===== config.mk =====
export PLATFORM = sky130hd
export DESIGN_NAME = imem_loader
export DESIGN_NICKNAME = d
export VERILOG_FILES = /design/src/rtl/imem_loader.sv
export SDC_FILE = /design/constraint.sdc
export NUM_CORES = 1
export LEC_CHECK = 0
export CAP_MARGIN = 10
export CORE_MARGIN = 5
export CORE_UTILIZATION = 29
export CTS_CLUSTER_DIAMETER = 100
export DETAILED_ROUTE_END_ITERATION = 8
export GPL_TIMING_DRIVEN = 0
export PLACE_DENSITY = 0.56
export SKIP_CTS_REPAIR_TIMING = 1
export SLEW_MARGIN = 40
export SYNTH_ARGS = -nofsm -noshare
export SYNTH_HDL_FRONTEND = slang
export SYNTH_SLANG_ARGS = --single-unit

===== constraint.sdc =====
create_clock -name clock -period 11.25 [get_ports clock]
set_input_delay 3.375 -clock clock [delete_from_list [all_inputs] [get_ports clock]]
set_output_delay 3.375 -clock clock [all_outputs]
set_load 0.05 [all_outputs]

===== src/rtl/imem_loader.sv =====
// -----------------------------------------------------------------------------
// imem_loader
//
// Write-side companion to the byte-addressed, big-endian instruction memory.
// Accepts 32-bit program words on a valid/ready stream and splits each word
// into four byte writes, MSB first, at consecutive byte addresses starting at
// BASE_ADDR. The CPU pipeline is stalled for the whole load. A load ends when
// a word flagged last has been written, or when the source offers a word that
// no longer fits (overflow).
//
// Ports:
//   clock       system clock, rising edge
//   reset       synchronous active-high reset
//   start       one-cycle load request, honoured only when idle
//   word_valid  source presents word_data / word_last
//   word_data   program word, [31:24] lands at the lowest address
//   word_last   marks the final word of the program
//   word_ready  loader accepts a word this cycle (function of state only)
//   mem_we      byte write strobe to the instruction memory
//   mem_addr    byte address of the write
//   mem_wdata   byte to write
//   cpu_stall   pipeline stall, high for the whole load
//   busy        high in every state except idle
//   done        one-cycle pulse when a load terminates
//   overflow    sticky error flag, cleared by start or reset
//   word_count  words fully written in the current or last load
// -----------------------------------------------------------------------------
module imem_loader #(
  parameter int unsigned ADDR_WIDTH  = 8,
  parameter int unsigned DEPTH_BYTES = 256,
  parameter int unsigned BASE_ADDR   = 0
) (
  input  logic                  clock,
  input  logic                  reset,
  input  logic                  start,
  input  logic                  word_valid,
  input  logic [31:0]           word_data,
  input  logic                  word_last,
  output logic                  word_ready,
  output logic                  mem_we,
  output logic [ADDR_WIDTH-1:0] mem_addr,
  output logic [7:0]            mem_wdata,
  output logic                  cpu_stall,
  output logic                  busy,
  output logic                  done,
  output logic                  overflow,
  output logic [ADDR_WIDTH-2:0] word_count
);

  typedef enum logic [2:0] {
    S_IDLE,
    S_LOAD,
    S_WR0,
    S_WR1,
    S_WR2,
    S_WR3,
    S_FIN
  } state_e;

  // The word pointer carries one extra bit so that stepping past the last
  // word of a full memory cannot wrap back to address 0.
  localparam int unsigned          PTR_W          = ADDR_WIDTH + 1;
  localparam logic [ADDR_WIDTH:0]  LAST_WORD_ADDR = PTR_W'(DEPTH_BYTES - 4);
  localparam logic [ADDR_WIDTH:0]  BASE_PTR       = PTR_W'(BASE_ADDR);

  state_e                state_q, state_d;
  logic [ADDR_WIDTH:0]   addr_q, addr_d;
  logic [31:0]           data_q, data_d;
  logic                  last_q, last_d;
  logic                  mem_we_q, mem_we_d;
  logic [ADDR_WIDTH-1:0] mem_addr_q, mem_addr_d;
  logic [7:0]            mem_wdata_q, mem_wdata_d;
  logic                  overflow_q, overflow_d;
  logic [ADDR_WIDTH-2:0] count_q, count_d;
  logic                  room;

  // A whole word still fits at the current pointer.
  assign room = (addr_q <= LAST_WORD_ADDR);

  always_comb begin
    // NOTE: every signal gets a default before the case so that no path
    // leaves one unassigned, which would infer a latch.
    state_d     = state_q;
    addr_d      = addr_q;
    data_d      = data_q;
    last_d      = last_q;
    mem_we_d    = 1'b0;
    mem_addr_d  = mem_addr_q;
    mem_wdata_d = mem_wdata_q;
    overflow_d  = overflow_q;
    count_d     = count_q;

    unique case (state_q)
      S_IDLE: begin
        if (start) begin
          state_d    = S_LOAD;
          addr_d     = BASE_PTR;
          count_d    = '0;
          overflow_d = 1'b0;
        end
      end
      S_LOAD: begin
        if (word_valid) begin
          if (room) begin
            // Byte strobes are registered, so the first byte is staged here
            // and appears during WR0.
            state_d     = S_WR0;
            data_d      = word_data;
            last_d      = word_last;
            mem_we_d    = 1'b1;
            mem_addr_d  = addr_q[ADDR_WIDTH-1:0];
            mem_wdata_d = word_data[31:24];
          end else begin
            state_d    = S_FIN;
            overflow_d = 1'b1;
          end
        end
      end
      S_WR0: begin
        state_d     = S_WR1;
        mem_we_d    = 1'b1;
        mem_addr_d  = mem_addr_q + ADDR_WIDTH'(1);
        mem_wdata_d = data_q[23:16];
      end
      S_WR1: begin
        state_d     = S_WR2;
        mem_we_d    = 1'b1;
        mem_addr_d  = mem_addr_q + ADDR_WIDTH'(1);
        mem_wdata_d = data_q[15:8];
      end
      S_WR2: begin
        state_d     = S_WR3;
        mem_we_d    = 1'b1;
        mem_addr_d  = mem_addr_q + ADDR_WIDTH'(1);
        mem_wdata_d = data_q[7:0];
      end
      S_WR3: begin
        addr_d  = addr_q + PTR_W'(4);
        count_d = count_q + (ADDR_WIDTH-1)'(1);
        state_d = last_q ? S_FIN : S_LOAD;
      end
      S_FIN:   state_d = S_IDLE;
      default: state_d = S_IDLE;
    endcase
  end

  // NOTE: sequential state uses non-blocking assignments only, so every
  // register samples the pre-edge value of its inputs.
  always_ff @(posedge clock) begin
    if (reset) begin
      state_q     <= S_IDLE;
      addr_q      <= BASE_PTR;
      mem_we_q    <= 1'b0;
      mem_addr_q  <= ADDR_WIDTH'(BASE_ADDR);
      mem_wdata_q <= 8'h00;
      overflow_q  <= 1'b0;
      count_q     <= '0;
    end else begin
      state_q     <= state_d;
      addr_q      <= addr_d;
      mem_we_q    <= mem_we_d;
      mem_addr_q  <= mem_addr_d;
      mem_wdata_q <= mem_wdata_d;
      overflow_q  <= overflow_d;
      count_q     <= count_d;
    end
  end

  // NOTE: the word holding register is pure datapath and is always loaded
  // before it is read, so it carries no reset.
  always_ff @(posedge clock) begin
    data_q <= data_d;
    last_q <= last_d;
  end

  assign word_ready = (state_q == S_LOAD) && room;
  assign busy       = (state_q != S_IDLE);
  assign cpu_stall  = busy;
  assign done       = (state_q == S_FIN);
  assign mem_we     = mem_we_q;
  assign mem_addr   = mem_addr_q;
  assign mem_wdata  = mem_wdata_q;
  assign overflow   = overflow_q;
  assign word_count = count_q;

endmodule


Word level (Yosys, flattened, before mapping)
Index checks and enable logic that the tools add are counted.
{"block": "totals", "out_inout_bits": 29, "in_bits": 37, "wordCells": 59, "register_bits": 62}
{"block": "classes", "muxes": 22, "addsub": 3, "n_eq_ne": 10, "magnitude_cmp": 1, "reduce_logical": 14}
{"cell": "two-way mux 8 bit", "count": 4}
{"cell": "case mux 8 bit (4 select lines)", "count": 1}
{"cell": "case mux 3 bit (6 select lines)", "count": 1}
{"cell": "case mux 9 bit (2 select lines)", "count": 1}
{"cell": "case mux 8 bit (2 select lines)", "count": 1}
{"cell": "case mux 7 bit (2 select lines)", "count": 1}
{"cell": "two-way mux 3 bit", "count": 4}
{"cell": "adder 9 x 3 -> 9 bit (second input constant)", "count": 1}
{"cell": "== test 3 bit (second input constant)", "count": 3}
{"cell": "less-or-equal comparator 9 x 8 -> 1 bit (second input constant)", "count": 1}
{"cell": "two-way mux 9 bit", "count": 1}
{"cell": "AND reduction 3 bit", "count": 3}
{"cell": "adder 8 x 1 -> 8 bit (second input constant)", "count": 1}
{"cell": "!= test 2 bit (second input constant)", "count": 4}
{"cell": "adder 7 x 1 -> 7 bit (second input constant)", "count": 1}
{"cell": "two-way mux 7 bit", "count": 1}
{"cell": "== test 3 x 2 -> 1 bit (second input constant)", "count": 2}
{"cell": "nonzero test 2 bit", "count": 3}
{"cell": "two-way mux 1 bit", "count": 5}
{"cell": "case mux 1 bit (2 select lines)", "count": 2}
{"cell": "AND reduction 2 bit", "count": 2}
{"cell": "AND reduction 4 bit", "count": 1}
{"cell": "nonzero test 4 bit", "count": 1}
{"cell": "== test 3 x 1 -> 1 bit (second input constant)", "count": 1}
{"cell": "4 further kinds", "count": 4}

Depth between registers and ports, before layout
Gate-level depths: netlist (run 1).
{"block": "depth", "ltp_word": 4, "mapped_depth": 6, "mapped_depth_nobuf": 5}

Worst setup path before layout (run 1)
OpenSTA, ideal clock, no wires.
{"block": "synth_timing", "kind": "input to register", "from": "in word_valid", "to": "reg mem_addr_q[1], in the netlist mem_addr[1]", "t_arrival_ns": 5.869, "path_buffers": 0, "setup_ns": 0.132, "path_stages": 4, "slack_ns": 5.249, "required_ns": 11.118, "path_cell_list": "nand4bb_1 > a211oi_1 > nand3b_1 > a21oi_1"}
{"block": "synth_between", "elab_chain_cells": 2}
{"element": "from (decl)", "line_no": "36", "rtl": "input logic word_valid,"}
{"element": "!= test 2 bit (no line)"}
{"element": "AND reduction 3 bit (no line)"}
{"element": "to (signal assigned)", "line_no": "154", "rtl": "mem_addr_q <= ADDR_WIDTH'(BASE_ADDR);"}
{"element": "to (signal assigned)", "line_no": "162", "rtl": "mem_addr_q <= mem_addr_d;"}
{"element": "to (decl)", "line_no": "71", "rtl": "logic [ADDR_WIDTH-1:0] mem_addr_q, mem_addr_d;"}
Every way passes these cells.
A chain may end at the register's enable or synchronous reset.

Worst setup path after layout (run 1)
{"block": "layout_timing", "from": "reg addr_q[2]", "to": "out word_ready"}
{"block": "layout_between", "elab_chain_cells": 2}
{"element": "from (decl)", "line_no": "67", "rtl": "logic [ADDR_WIDTH:0] addr_q, addr_d;"}
{"element": "from (signal assigned)", "line_no": "160", "rtl": "addr_q <= addr_d;"}
{"element": "less-or-equal comparator 9 x 8 -> 1 bit", "line_no": "78", "rtl": "assign room = (addr_q <= LAST_WORD_ADDR);"}
{"element": "logical AND 1 bit", "line_no": "176", "rtl": "assign word_ready = (state_q == S_LOAD) && room;"}
{"element": "to (decl)", "line_no": "39", "rtl": "output logic word_ready,"}
Every way passes these cells.

==> impl_metrics.csv, run 1 <==
group,metric,value,unit
clocking,tritoncts,"yes",
setup_path,crit_type,"reg -> out",
hold_path,hold_path_depth,2,
die,die_area,0.0115,mm²
clocking,clock_latency,350,ps
power,comb_power_share,16.0,%
setup_path,cp.required,7880,ps
sta,slew-limit-headroom,58.2,%
sta,setup_viol,0,
drt,wl_per_cell,14.6,µm
clocking,clk_path_buf_depth,2,
cells_and_area,regArea,0.00145,mm²
drt,via_per_inst,4.69,
setup_path,end_kind,"primary output",
place,io_buffers,64,
global_routing,gr-total-overflow,0,
setup_path,crit_chain,"ha_1 > and4b_1 > a21o_1 > nor2_1 > clkdlybuf4s50_1",
cells_and_area,final_cells,469,
cells_and_area,drive_gt1_share,13.5,%
clocking,h-tree-depth,3,
power,ir_drop,0.0576,mV
sta,fin_crit,5860,ps
cells_and_area,fillCellCount,877,
synth,synth_enable_flop_cells,25,
cells_and_area,diodes,0,
setup_path,critPathLaunchType,"flop",
clocking,clock-sinks,60,
synth,synth_top_cells_by_count,"35 x dfxtp_1, 31 x nor2_1, 25 x edfxtp_1",
synth,synth_cell_type_count,52,
cells_and_area,multi_input_comb_area,0.00117,mm²
synth,synth.yosys.seq_area_share,53.0,%
setup_path,ff2ff_path_depth,4,
synth,syn-cell-area,0.00274,mm²
cells_and_area,stdcell_area,0.00379,mm²
synth,avgSynthCellArea,10.6,µm²
power,pwr-share-clk,38.2,%
synth,mappedNetlistNets,298,
global_routing,grt_pass1_vias,2341,
global_routing,grt_antenna_before_repair,0,
sta,fmax,0.171,GHz
clocking,clk_pin_slew_worst_paths,70,ps
cells_and_area,area_growth,38.3,%
power,internal_power,0.000377,W
outcome,status,"finished, final reports clean",
power,power.leakage,1.28,nW
place,dpl.hpwl,5.08,mm
synth,yosysTopAreaCell,"edfxtp_1",
drt,ant_nets,0,
drt,vias,2200,
power,p_sw_share,28.4,%
place,post-place-cells,453,
die,rows,35,
global_routing,track_usage,12.8,%
die,initial_core_util,29.6,%
power,p_per_area,139,mW/mm²
die,dieWidth,107,µm
sta,hold_violations,0,
setup_path,arrival,2480,ps
die,coreArea,0.00924,mm²
synth,yosysWarnings,0,
synth,yosysMostFrequentCell,"dfxtp_1",
sta,worst_slew_pin_slew,625,ps
synth,synth_seq_cells,60,
sta,timing.hold.ws,470,ps
place,routabilityCongestion,0.749,
global_routing,grt_pass1_wl,11.6,mm
place,placed_area,0.00358,mm²
sta,rsz0062_at_grt,"false",
synth,synth_ff_type,"dfxtp_1",
sta,slew_viol_final,0,
drt,drt_iter0_drc,65,
sta,tns,0,ps
hold_path,min_path_type,"reg -> reg",
die,ios,66,
synth,synth.area.top_cells,"edfxtp_1 27%, dfxtp_1 26%, o32ai_2 4.8%, nor2_1 4.3%, a21oi_1 2.6%",
drt,first_pass_iters,4,
global_routing,grt_max_degree,14,
setup_path,crit_fanout,5,
synth,syn_inst,258,
drt,drcViolationCount,0,
power,p_switching,0.000150,W
drt,drt-total-wl,6.86,mm
clocking,cts_root_buffer,"clkbuf_8",
setup_path,slowest_stage,"clkdlybuf4s50_1",
power,p_seq_share,45.7,%
setup_path,slowest_delay,810,ps
cells_and_area,fin_nets,375,
sta,period_share,52.1,%
sta,clock_skew,11.9,ps
clocking,cts_made_buffers,9,
power,power,0.000527,W
synth,async_reset_ff_share,0,%
die,die_h,107,µm
job,max-cap-violations,0,
synth,synth_top_cell_area_share,27.4,%
-- layout by cell type, fill, tap and decap left out, types with 4 or more instances in the layout --
cell type	instances
inv_6	4
o21ai_0	6
o32ai_2	8
dfxtp_1	35
nand3_1	13
nand2_1	12
o22a_1	8
clkbuf_1	5
a21oi_1	14
clkdlybuf4s50_1	64
inv_1	14
edfxtp_1	25
nand3b_1	5
o22ai_1	10
nor2_1	31
buf_2	8
clkbuf_8	9
nor3_1	6
xnor2_1	4
-- sequential cells by signal (all words and copies together), names as in the netlist --
register,flops
mem_addr,8
mem_wdata,8
addr_q,7
mem_we,1
word_count,7
data_q,24
state_q,3
last_q,1
overflow,1
-- cells by family (layout without fill, tap and decap cells) --
| kind of cell | after synthesis | after routing | share of synthesized area [%] |
|---|---|---|---|
| compound gates | 65 | 65 | 19.9 |
| flops | 60 | 60 | 53.0 |
| mux | 4 | 4 | 1.55 |
| xor+xnor | 6 | 6 | 1.92 |
| fa+ha+maj | 3 | 3 | 1.37 |
| buf+inv | 30 | 112 | 4.75 |
| simple gates | 90 | 90 | 17.5 |
-- worst max-delay path: cells and delay by family, from the launching register on --
kind / cells / cell delay (ps)
compound gates: 1 / 240
flops: 1 / 420
fa+ha+maj: 1 / 250
buf+inv: 1 / 810
simple gates: 2 / 420
-- worst paths after layout --
path / start / endpoint / slack, ps
worst max-delay path: addr_q[2] / word_ready / 5390
worst min-delay path: mem_wdata[2] / mem_wdata[2] / 470
worst max register to register: addr_q[2] / data_q[20] / 9130
worst min register to register: mem_wdata[2] / mem_wdata[2] / 470
-- metal layers --
layer	share of wire [%]	up-vias	routed length (µm)	GRT usage, %
li1	-	1110	-	-
met1	44	1033	3050	15.6
met2	48	50	3270	20.6
met3	7.0	7	477	5.12
met4	0.92	0	63	4.11
met5	0	-	0	0
-- power by group through the flow --
stage	combinational [W]	sequential, W	clock [W]
after floorplan	0.0000387	0.000258	0
after global placement	0.0000834	0.000247	0
after detailed placement	0.0000853	0.000246	0
after CTS	0.0000856	0.000241	0.000207
after global routing	0.0000906	0.000242	0.000218
final	0.0000845	0.000241	0.000202
-- final cells by class --
| cell class | count | area share, % |
|---|---|---|
| Sequential cell | 60 | 38.3 |
| Multi-Input combinational cell | 168 | 31.0 |
| Timing Repair Buffer | 66 | 17.5 |
| Tap cell | 129 | 4.26 |
| Clock buffer | 9 | 3.27 |
| Clock inverter | 7 | 2.15 |
| Buffer | 16 | 2.05 |
| Inverter | 14 | 1.39 |
-- per-stage QoR --
stage / util, % / setup WS, ps
3_3_place_gp: 38.3 / 3660
6_report: 41.0 / 5390
3_5_place_dp: 38.8 / 5730
5_1_grt: 41.0 / 5230
2_1_floorplan: - / 5250
4_1_cts: 41.0 / 5340
Note: power is estimated with default switching activity, not from simulation.
==> inputs of run 2 (changes only) <==
- clock period: 11.25 -> 5.6 ns (I/O delays scaled with it)
==> results of run 2 <==
The final DEF is identical to that of run 1. Status: finished, final reports clean.
Among the figures that moved: setup slack after placement 5730 ps -> 1780 ps; setup slack after layout 5390 ps -> 1440 ps; register-to-register setup slack 9130 ps -> 3480 ps; total power 0.000527 W -> 0.00106 W; worst IR drop on VDD 0.0576 mV -> 0.116 mV
==> inputs of run 3 (changes only) <==
- PLACE_DENSITY: 0.56 -> 0.57
- clock period: 5.6 -> 3.7 ns (I/O delays scaled with it)
==> run 3 against run 2 <==
Against the previous run:
- flip-flop and latch count did not move
- final cell count shrank 0.21%
- die area is the same
- wire length down 0.25%
- count of clock-buffer cells in the layout unchanged
- critical endpoint is now cpu_stall
==> impl_metrics.csv, run 3 (synthesis results as in run 1) <==
group,metric,value,unit
sta,slew_viol_final,0,
sta,worst_slew_pin_slew,699,ps
sta,slew-limit-headroom,53.3,%
setup_path,rr_endpoint,"data_q[18]",
drt,vias,2230,
die,initial_core_util,29.6,%
clocking,h-tree-depth,3,
drt,drt_iter0_drc,128,
clocking,clk_path_buf_depth,2,
sta,fin_crit,3380,ps
sta,hold_violations,0,
place,routabilityCongestion,0.729,
clocking,cts_root_buffer,"clkbuf_8",
place,post-place-ws,460,ps
outcome,status,"finished, final reports clean",
sta,timing.final.ws_setup,322,ps
die,die_h,107,µm
setup_path,crit_type,"reg -> out",
drt,drt-total-wl,6.85,mm
drt,drcViolationCount,0,
cells_and_area,largest_reg_flops,24,
cells_and_area,fin_nets,374,
cells_and_area,mostFrequentLayoutCells,"63 x clkdlybuf4s50_1, 35 x dfxtp_1, 31 x nor2_1, 25 x edfxtp_1",
cells_and_area,drive_gt1_share,13.6,%
sta,rsz0062_at_grt,"false",
drt,first_pass_iters,4,
sta,period_share,91.3,%
cells_and_area,mostFrequentLayoutCell,"clkdlybuf4s50_1",
hold_path,hp-start,"mem_wdata[7]",
power,p_per_area,420,mW/mm²
cells_and_area,final_core_util,40.9,%
setup_path,end_kind,"primary output",
setup_path,ff2ff_path_depth,5,
clocking,cts_made_buffers,9,
power,power.leakage,1.28,nW
global_routing,grt_antenna_before_repair,0,
die,dieWidth,107,µm
setup_path,critPathLaunchType,"flop",
global_routing,grt_max_degree,13,
global_routing,track_usage,12.7,%
setup_path,arrival,2270,ps
clocking,clock-sinks,60,
drt,wl_per_cell,14.6,µm
power,ir_drop,0.214,mV
sta,fmax,0.296,GHz
die,coreArea,0.00924,mm²
clocking,clock_latency,340,ps
clocking,tritoncts,"yes",
hold_path,min_path_type,"reg -> reg",
setup_path,crit_fanout,19,
die,ios,66,
setup_path,crit_start,"state_q[0]",
job,max-cap-violations,0,
global_routing,grt_pass1_vias,2297,
place,io_buffers,64,
cells_and_area,fillCellCount,925,
setup_path,worstReg2RegStart,"addr_q[2]",
cells_and_area,regMostFlops,"data_q",
hold_path,holdPathEnd,"mem_wdata[7]",
clocking,clk_pin_slew_worst_paths,70,ps
drt,via_per_inst,4.76,
setup_path,rrSetupSlack,1390,ps
sta,setup_viol,0,
global_routing,grt_pass1_wl,11.4,mm
cells_and_area,area_growth,38.1,%
global_routing,gr-total-overflow,0,
drt,ant_nets,0,
die,rows,35,
cells_and_area,diodes,0,
hold_path,hold_path_depth,2,
die,die_area,0.0115,mm²
sta,clock_skew,5.88,ps
place,dpl.hpwl,5.06,mm
setup_path,cp.required,2590,ps
run 3: cell types whose count changed in the layout (fill, tap and decap cells not counted), sizes merged:
cell           change
clkinvlp           +3
dlymetal6s2s       +1
clkinv             +1
buf                -1
clkdlybuf4s50      -1
inv                -4
run 3: area by class of cell:
| type | instances | area (µm²) | share of cell area (%) |
|---|---|---|---|
| plain buffers | 15 | 73.8 | 1.95 |
| flip-flops and latches | 60 | 1450 | 38.4 |
| clock inverters | 7 | 77.6 | 2.05 |
| multi-input cells | 168 | 1170 | 31.1 |
| repair buffers | 66 | 666 | 17.6 |
| inverters | 14 | 52.6 | 1.39 |
| clock buffers | 9 | 124 | 3.28 |
| well taps | 129 | 161 | 4.27 |
run 3: critical path: stages (launching register included):
cell	delay, ps
dfxtp_1	420
buf_2	380
or3_1	220
buf_4	110
clkdlybuf4s50_1	790
run 3: worst max-delay path by stage:
stage / to / slack, ps / cells past startpoint
2_1_floorplan: mem_addr[1] / 870 / 4
3_3_place_gp: mem_addr[1] / -270 / 5
3_5_place_dp: word_ready / 460 / 5
4_1_cts: word_ready / 80 / 5
5_1_grt: cpu_stall / 160 / 4
6_report: cpu_stall / 320 / 4
run 3: routing by layer:
layer  routed length [µm]  GRT usage (%)  vias up  share of wire, %
li1                     -              -     1112                 -
met1                 3150           16.4     1053                46
met2                 3100           19.1       55                45
met3                  510           5.18       10               7.5
met4                   92           4.11        0               1.3
met5                    0              0        -                 0
run 3: power by group:
part | switching (W) | total (W) | internal, W | leakage, nW
logic | 0.000149 | 0.000256 | 0.000107 | 0.679
registers | 0.0000149 | 0.000733 | 0.000718 | 0.513
clock network | 0.000285 | 0.000598 | 0.000312 | 0.0877
run 3: per-stage QoR:
step                      TNS, ps  std cells  total power, W  instance area [µm²]  hold WS (ps)
after CTS                       0        469         0.00160                 3780           474
after global placement      -7150        451         0.00100                 3540           459
after global routing            0        468         0.00165                 3780           496
after floorplan                 0        258        0.000901                 2740           473
final                           0        468         0.00159                 3780           470
after detailed placement        0        453         0.00101                 3570           461
